`config.mk`:
```
export PLATFORM = sky130hd
export DESIGN_NAME = r_i_cpu_mc
export DESIGN_NICKNAME = d
export VERILOG_FILES = /design/src/rtl/r_i_cpu_pkg.sv /design/src/rtl/r_i_alu.sv /design/src/rtl/r_i_cpu_mc.sv
export SDC_FILE = /design/constraint.sdc
export NUM_CORES = 2
export LEC_CHECK = 0
export ABC_AREA = 0
export BUFFER_PORTS_ARGS = -buffer_cell sky130_fd_sc_hd__buf_2
export CORE_MARGIN = 2
export CORE_UTILIZATION = 40
export CTS_CLUSTER_DIAMETER = 150
export DETAILED_ROUTE_END_ITERATION = 10
export SLEW_MARGIN = 10
export SYNTH_ARGS = -nofsm -noshare
export SYNTH_HDL_FRONTEND = slang
export SYNTH_SLANG_ARGS = --single-unit
```
`constraint.sdc`:
```
create_clock -name clka -period 67.5 [get_ports clka]
set_clock_uncertainty 0.1 [all_clocks]
set_input_delay 10.125 -clock clka [delete_from_list [all_inputs] [get_ports clka]]
set_output_delay 10.125 -clock clka [all_outputs]
set_load 0.02 [all_outputs]
```
`src/rtl/r_i_cpu_pkg.sv`:
```
// Shared encodings for the multi-cycle R/I-type CPU: opcodes, functs, FSM states, ALU ops
// and the instruction decoder used by the EXEC stage.
package r_i_cpu_pkg;

  localparam logic [5:0] OpRtype = 6'h00;
  localparam logic [5:0] OpAddi  = 6'h08;
  localparam logic [5:0] OpAddiu = 6'h09;
  localparam logic [5:0] OpSlti  = 6'h0A;
  localparam logic [5:0] OpSltiu = 6'h0B;
  localparam logic [5:0] OpAndi  = 6'h0C;
  localparam logic [5:0] OpOri   = 6'h0D;
  localparam logic [5:0] OpXori  = 6'h0E;
  localparam logic [5:0] OpLui   = 6'h0F;

  localparam logic [5:0] FnAdd  = 6'h20;
  localparam logic [5:0] FnAddu = 6'h21;
  localparam logic [5:0] FnSub  = 6'h22;
  localparam logic [5:0] FnSubu = 6'h23;
  localparam logic [5:0] FnAnd  = 6'h24;
  localparam logic [5:0] FnOr   = 6'h25;
  localparam logic [5:0] FnXor  = 6'h26;
  localparam logic [5:0] FnNor  = 6'h27;
  localparam logic [5:0] FnSlt  = 6'h2A;
  localparam logic [5:0] FnSltu = 6'h2B;

  typedef enum logic [2:0] {StFetch, StDecode, StExec, StWb, StHalt} state_e;

  typedef enum logic [3:0] {
    AluAdd, AluSub, AluAnd, AluOr, AluXor, AluNor, AluSlt, AluSltu, AluLui
  } alu_op_e;

  typedef struct packed {
    alu_op_e op;
    logic    use_imm;
    logic    imm_sext;
    logic    ov_chk;    // overflow suppresses writeback (add/sub/addi)
    logic    dest_rt;
  } alu_ctrl_t;

  function automatic logic is_legal(input logic [31:0] ins);
    logic ok;
    ok = 1'b0;
    if (ins[31:26] == OpRtype) begin
      case (ins[5:0])
        FnAdd, FnAddu, FnSub, FnSubu, FnAnd, FnOr, FnXor, FnNor, FnSlt, FnSltu: ok = 1'b1;
        default: ok = 1'b0;
      endcase
    end else begin
      ok = (ins[31:26] >= OpAddi) && (ins[31:26] <= OpLui);
    end
    return ok;
  endfunction

  function automatic alu_ctrl_t decode(input logic [31:0] ins);
    alu_ctrl_t d;
    d.op       = AluAdd;
    d.use_imm  = 1'b1;
    d.imm_sext = 1'b0;
    d.ov_chk   = 1'b0;
    d.dest_rt  = 1'b1;
    if (ins[31:26] == OpRtype) begin
      d.use_imm = 1'b0;
      d.dest_rt = 1'b0;
      case (ins[5:0])
        FnAdd:   begin d.op = AluAdd; d.ov_chk = 1'b1; end
        FnAddu:  d.op = AluAdd;
        FnSub:   begin d.op = AluSub; d.ov_chk = 1'b1; end
        FnSubu:  d.op = AluSub;
        FnAnd:   d.op = AluAnd;
        FnOr:    d.op = AluOr;
        FnXor:   d.op = AluXor;
        FnNor:   d.op = AluNor;
        FnSlt:   d.op = AluSlt;
        FnSltu:  d.op = AluSltu;
        default: d.op = AluAdd;
      endcase
    end else begin
      case (ins[31:26])
        OpAddi:  begin d.op = AluAdd; d.imm_sext = 1'b1; d.ov_chk = 1'b1; end
        OpAddiu: begin d.op = AluAdd; d.imm_sext = 1'b1; end
        OpSlti:  begin d.op = AluSlt; d.imm_sext = 1'b1; end
        OpSltiu: begin d.op = AluSltu; d.imm_sext = 1'b1; end
        OpAndi:  d.op = AluAnd;
        OpOri:   d.op = AluOr;
        OpXori:  d.op = AluXor;
        OpLui:   d.op = AluLui;
        default: d.op = AluAdd;
      endcase
    end
    return d;
  endfunction

endpackage

```
`src/rtl/r_i_alu.sv`:
```
// Combinational DATA_W-bit ALU; overflow is reported for add/sub, the caller decides
// whether it matters.
module r_i_alu
  import r_i_cpu_pkg::*;
#(
  parameter int unsigned DATA_W = 32
) (
  input  logic [DATA_W-1:0] i_a,
  input  logic [DATA_W-1:0] i_b,
  input  alu_op_e           i_op,
  output logic [DATA_W-1:0] o_result,
  output logic              o_of,
  output logic              o_zf
);

  localparam int unsigned Msb = DATA_W - 1;

  logic [DATA_W-1:0] w_sum, w_diff;
  logic w_add_of, w_sub_of, w_slt, w_sltu;

  assign w_sum    = i_a + i_b;
  assign w_diff   = i_a - i_b;
  assign w_add_of = (i_a[Msb] == i_b[Msb]) && (w_sum[Msb] != i_a[Msb]);
  assign w_sub_of = (i_a[Msb] != i_b[Msb]) && (w_diff[Msb] != i_a[Msb]);
  assign w_slt    = $signed(i_a) < $signed(i_b);
  assign w_sltu   = i_a < i_b;

  always_comb begin
    o_result = '0;
    o_of     = 1'b0;
    case (i_op)
      AluAdd:  begin o_result = w_sum;  o_of = w_add_of; end
      AluSub:  begin o_result = w_diff; o_of = w_sub_of; end
      AluAnd:  o_result = i_a & i_b;
      AluOr:   o_result = i_a | i_b;
      AluXor:  o_result = i_a ^ i_b;
      AluNor:  o_result = ~(i_a | i_b);
      AluSlt:  o_result = {{(DATA_W-1){1'b0}}, w_slt};
      AluSltu: o_result = {{(DATA_W-1){1'b0}}, w_sltu};
      AluLui:  o_result = i_b << (DATA_W - 16);
      default: o_result = '0;
    endcase
  end

  assign o_zf = (o_result == '0);

endmodule

```
`src/rtl/r_i_cpu_mc.sv`:
```
// Multi-cycle R/I-type CPU: FETCH/DECODE/EXEC/WB sequencer, 32-entry register file,
// illegal-opcode halt and retire strobe.
module r_i_cpu_mc
  import r_i_cpu_pkg::*;
#(
  parameter int unsigned     DATA_W   = 32,
  parameter int unsigned     PC_W     = 32,
  parameter logic [PC_W-1:0] RESET_PC = '0
) (
  input  logic              clka,
  input  logic              rsta,
  input  logic              en,
  output logic              imem_en,
  output logic [PC_W-1:0]   imem_addr,
  input  logic [31:0]       imem_rdata,
  output logic              ofa,
  output logic              zfa,
  output logic [DATA_W-1:0] douta,
  output logic [DATA_W-1:0] doutb,
  output logic              retire,
  output logic              halted,
  output logic [PC_W-1:0]   pc
);

  state_e            r_state, w_state_d;
  logic [PC_W-1:0]   r_pc;
  logic [31:0]       r_ir;
  logic [DATA_W-1:0] r_a, r_b, r_douta, r_doutb;
  logic              r_ofa, r_zfa;
  logic [DATA_W-1:0] r_rf [32];

  alu_ctrl_t         w_ctrl;
  logic [DATA_W-1:0] w_imm, w_alu_b, w_alu_res;
  logic              w_alu_of, w_alu_zf, w_id_legal, w_wb_we;
  logic [4:0]        w_dest;

  assign w_id_legal = is_legal(imem_rdata);
  assign w_ctrl     = decode(r_ir);
  assign w_imm      = w_ctrl.imm_sext ? DATA_W'($signed(r_ir[15:0])) : DATA_W'(r_ir[15:0]);
  assign w_alu_b    = w_ctrl.use_imm ? w_imm : r_b;
  assign w_dest     = w_ctrl.dest_rt ? r_ir[20:16] : r_ir[15:11];
  // r_ofa is only ever set by overflow-checked ops, so it alone gates the write.
  assign w_wb_we    = (r_state == StWb) && (w_dest != 5'd0) && !r_ofa;

  r_i_alu #(
    .DATA_W (DATA_W)
  ) u_alu (
    .i_a      (r_a),
    .i_b      (w_alu_b),
    .i_op     (w_ctrl.op),
    .o_result (w_alu_res),
    .o_of     (w_alu_of),
    .o_zf     (w_alu_zf)
  );

  always_comb begin
    w_state_d = r_state;
    case (r_state)
      StFetch:  if (en) w_state_d = StDecode;
      StDecode: w_state_d = w_id_legal ? StExec : StHalt;
      StExec:   w_state_d = StWb;
      StWb:     w_state_d = StFetch;
      StHalt:   w_state_d = StHalt;
      default:  w_state_d = StFetch;
    endcase
  end

  always_ff @(posedge clka or posedge rsta) begin
    if (rsta) begin
      r_state <= StFetch;
      r_pc    <= RESET_PC;
      r_ir    <= '0;
      r_a     <= '0;
      r_b     <= '0;
      r_douta <= '0;
      r_doutb <= '0;
      r_ofa   <= 1'b0;
      r_zfa   <= 1'b0;
    end else begin
      r_state <= w_state_d;
      case (r_state)
        StDecode: begin
          r_ir <= imem_rdata;
          r_a  <= r_rf[imem_rdata[25:21]];
          r_b  <= r_rf[imem_rdata[20:16]];
        end
        StExec: begin
          r_douta <= w_alu_res;
          r_doutb <= r_b;
          r_zfa   <= w_alu_zf;
          r_ofa   <= w_alu_of & w_ctrl.ov_chk;
        end
        StWb:    r_pc <= r_pc + PC_W'(4);
        default: ;
      endcase
    end
  end

  always_ff @(posedge clka or posedge rsta) begin
    if (rsta) begin
      for (int i = 0; i < 32; i++) r_rf[i] <= '0;
    end else if (w_wb_we) begin
      r_rf[w_dest] <= r_douta;
    end
  end

  // Gated by rsta so the strobe is quiet while reset is held.
  assign imem_en   = (r_state == StFetch) && en && !rsta;
  assign imem_addr = r_pc;
  assign pc        = r_pc;
  assign retire    = (r_state == StWb);
  assign halted    = (r_state == StHalt);
  assign douta     = r_douta;
  assign doutb     = r_doutb;
  assign ofa       = r_ofa;
  assign zfa       = r_zfa;

endmodule

```
==> metrics.txt <==
status=finished clean; Die Y=414 µm; top area cells in the synthesized netlist=dfrtp_1 (45%), mux4_2 (21%), mux2_2 (17%); post-DP HPWL=around 130 mm; H-tree depth=4; final hold vios=0; post-synthesis compound-gate area fraction=between 4 and 5%; max-slew violations=0; Worst Path Arrival=roughly 11000 ps; worst hold path class=reg -> reg; type of the worst setup path=in -> out; Initial Util=40.3%; Worst setup SP type=primary input; post-synth cell types=around 80; asr flop ratio synth=between 90% and 100%; P_leak=~0.034 µW; Routed Wire Length=between 200 and 250 mm; clk sinks=approximately 1200; Num CTS Buffers=between 100 and 150; drt wl/cell=around 30 µm; mux contribution to synthesized area=39.9%; RSZ-0062 raised after global routing=false; slew at the pin closest to its max-slew limit=roughly 1300 ps; warnings from Yosys=0; Detailed Routing Iterations Pass 1=5; Power Dens Cells=slightly below 30 mW/mm²; CTS tree=done; Synth Area in XOR/XNOR=0.598%; largest area contributor in the netlist=dfrtp_1; Final Setup Violations=0; die area=about 0.17 mm²; Post-CTS Hold Fix Bufs=0; # DRC=0; maximum resistive drop on vdd=roughly 0.023 mV; Crit. End Element=output port; Worst-Skew Late Latency=roughly 780 ps; simple-gate area share of the yosys netlist=under 10%; initial antenna violation count=7; Reg2Reg Setup Slack=61230 ps; Top cell by count, worst path=buf_2; DRT iter0 DRCs=approximately 4400; Final Wtd Congestion=approximately 1; f_max=47.8 MHz; Cell Area, Synth=roughly 0.067 mm²; Port Buf Inserts=about 160; Seq/Total Area, Yosys=45.1%; post-route clock period utilization=31.0%; post-cts resize count=0; setup TNS=0 ps; vias in the first global route=approximately 44000; first-pass GRT wire length=between 300 and 400 mm; Critical Path RT=57270 ps; Core ar.=about 0.17 mm²; CP Cell Sequence=buf_2 -> nor2_1 -> and3_1 -> buf_2; top cell type's share of synthesized area=45.1%; layout cell share with drive strength beyond 1=a little under half; Post-synth EDFFs=0; maximum fanout along the worst path=2; Place WS=between 40000 and 50000 ps; Clock Path Buffers=3; Worst path max stage delay=~170 ps; die width=just over 400 µm; clock root buffer=clkbuf_16; CTS clk-pin slew, worst paths=about 60 ps; MaxCap Viol Count=0; post-CTS setup buffer count=0; DR vias=43700; I/O Pins=approximately 170; Global Route Usage Sum=approximately 25%; Nets=about 5000; Synth Area in Adders=under 10%; largest net degree at the start of global routing=approximately 190; fin crit period=approximately 21000 ps; DR vias/cell=around 6.2; CP max-delay cell=and3_1; antenna viol nets, final=0; Top FF cell, synth=dfrtp_1; Area growth syn-to-layout=10.7%; FP Rows=150; Synth Instances=approximately 4800; largest family of logic cells by synthesized area=multiplexers; Seq cells post-synth=1214; Slew headroom=12.6%; Overflow after GRT=0; Final Worst Setup Slack=~47000 ps; Avg Cell Area, Syn=approximately 14 µm²
[metrics by stage]
step,instances,hold slack (ps),total power (µW),area (µm²),util [%]
global placement,6811,277,1400,70100,41.9
CTS,7049,296,2160,74600,44.6
floorplan,4839,341,1210,67400,-
detailed placement,6811,282,1410,70100,41.9
global route,7049,308,2240,74600,44.6
finish,7052,294,2150,74600,44.6
[worst max-delay path: cells and delay by family]
kind / cells / cell delay, ps
AND/OR/NAND/NOR: 2 / 260
buffers and inverters: 2 / 300
[final timing paths]
check | startpoint | endpoint | cells past startpoint
worst max-delay path | rsta | imem_en | 4
worst min-delay path | r_rf[1001]$_DFFE_PP0P_ | r_rf[1001]$_DFFE_PP0P_ | 0
worst max register to register | r_ir[27]$_DFFE_PP0P_ | zfa$_DFFE_PP0N_ | 16
worst min register to register | r_rf[1001]$_DFFE_PP0P_ | r_rf[1001]$_DFFE_PP0P_ | 0
max in group asynchronous | rsta | r_rf[243]$_DFFE_PP0P_ | 5
min in group asynchronous | rsta | doutb[0]$_DFFE_PP0N_ | 2
[Yosys cell counts (21+ instances only)]
| library cell | instances |
|---|---|
| a211oi_1 | 22 |
| a21oi_1 | 81 |
| a221oi_1 | 21 |
| buf_1 | 88 |
| buf_4 | 34 |
| clkbuf_1 | 366 |
| dfrtp_1 | 1214 |
| ha_1 | 97 |
| inv_1 | 108 |
| mux2_2 | 1021 |
| mux2i_1 | 96 |
| mux4_2 | 640 |
| nand2_1 | 320 |
| nand3_1 | 27 |
| nor2_1 | 126 |
| nor3_1 | 29 |
| o21a_1 | 21 |
| o21ai_0 | 149 |
| xnor2_1 | 35 |
[flip-flops by register name, summed over array words and instances (netlist names)]
register	flops
doutb	32
r_a	32
imem_addr	30
douta	32
r_ir	27
zfa	1
r_state	3
ofa	1
r_rf	1024
r_b	32
[metal layers]
| layer | wire [µm] | track usage, % | vias up |
|---|---|---|---|
| met2 | 98800 | 38.8 | 1663 |
| li1 | - | - | 18100 |
| met3 | 14400 | 4.23 | 396 |
| met5 | 50 | 0 | - |
| met1 | 91100 | 34.5 | 23600 |
| met4 | 8300 | 9.55 | 8 |
[layout make-up]
| type | count | area, µm² |
|---|---|---|
| Antenna cell | 3 | 7.51 |
| Clock buffer | 193 | 3930 |
| Clock inverter | 45 | 526 |
| Fill cell | 14800 | 92600 |
| Inverter | 108 | 413 |
| Multi-Input combinational cell | 3013 | 34800 |
| Sequential cell | 1214 | 30400 |
| Tap cell | 2204 | 2760 |
| Timing Repair Buffer | 272 | 1770 |
[cells in the final DEF, fill, tap and decap left out, types with 11 or more instances in the layout]
cell / netlist / layout
a211oi_1: 22 / 22
a21o_1: 12 / 12
a21oi_1: 81 / 79
a221o_1: 13 / 13
a221oi_1: 21 / 21
a31oi_1: 17 / 17
and2_1: 12 / 11
buf_2: 14 / 153
buf_4: 34 / 107
clkbuf_1: 366 / 28
clkbuf_16: 0 / 138
clkbuf_8: 0 / 27
clkinv_2: 0 / 22
dfrtp_1: 1214 / 1214
ha_1: 97 / 97
inv_1: 108 / 107
mux2_2: 1021 / 1021
mux2i_1: 96 / 96
mux4_2: 640 / 640
nand2_1: 320 / 312
nand2b_1: 15 / 15
nand3_1: 27 / 27
nand4_1: 20 / 20
nor2_1: 126 / 102
nor2_4: 0 / 23
nor3_1: 29 / 28
nor4_1: 15 / 15
o211ai_1: 19 / 19
o21a_1: 21 / 21
o21ai_0: 149 / 149
o221ai_1: 11 / 11
o31ai_1: 14 / 14
xnor2_1: 35 / 35
xor2_1: 11 / 11
[power breakdown]
group          switching (µW)  internal, µW
combinational             367           185
sequential               66.6           784
clock                     311           440
[logic make-up after synthesis]
| kind of cell | count (synthesis) |
|---|---|
| xor+xnor | 46 |
| mux | 1757 |
| buf+inv | 612 |
| flops | 1214 |
| compound gates | 468 |
| simple gates | 639 |
| fa+ha+maj | 99 |
| other cells | 1 |
Note: power is estimated with default switching activity, not from simulation.
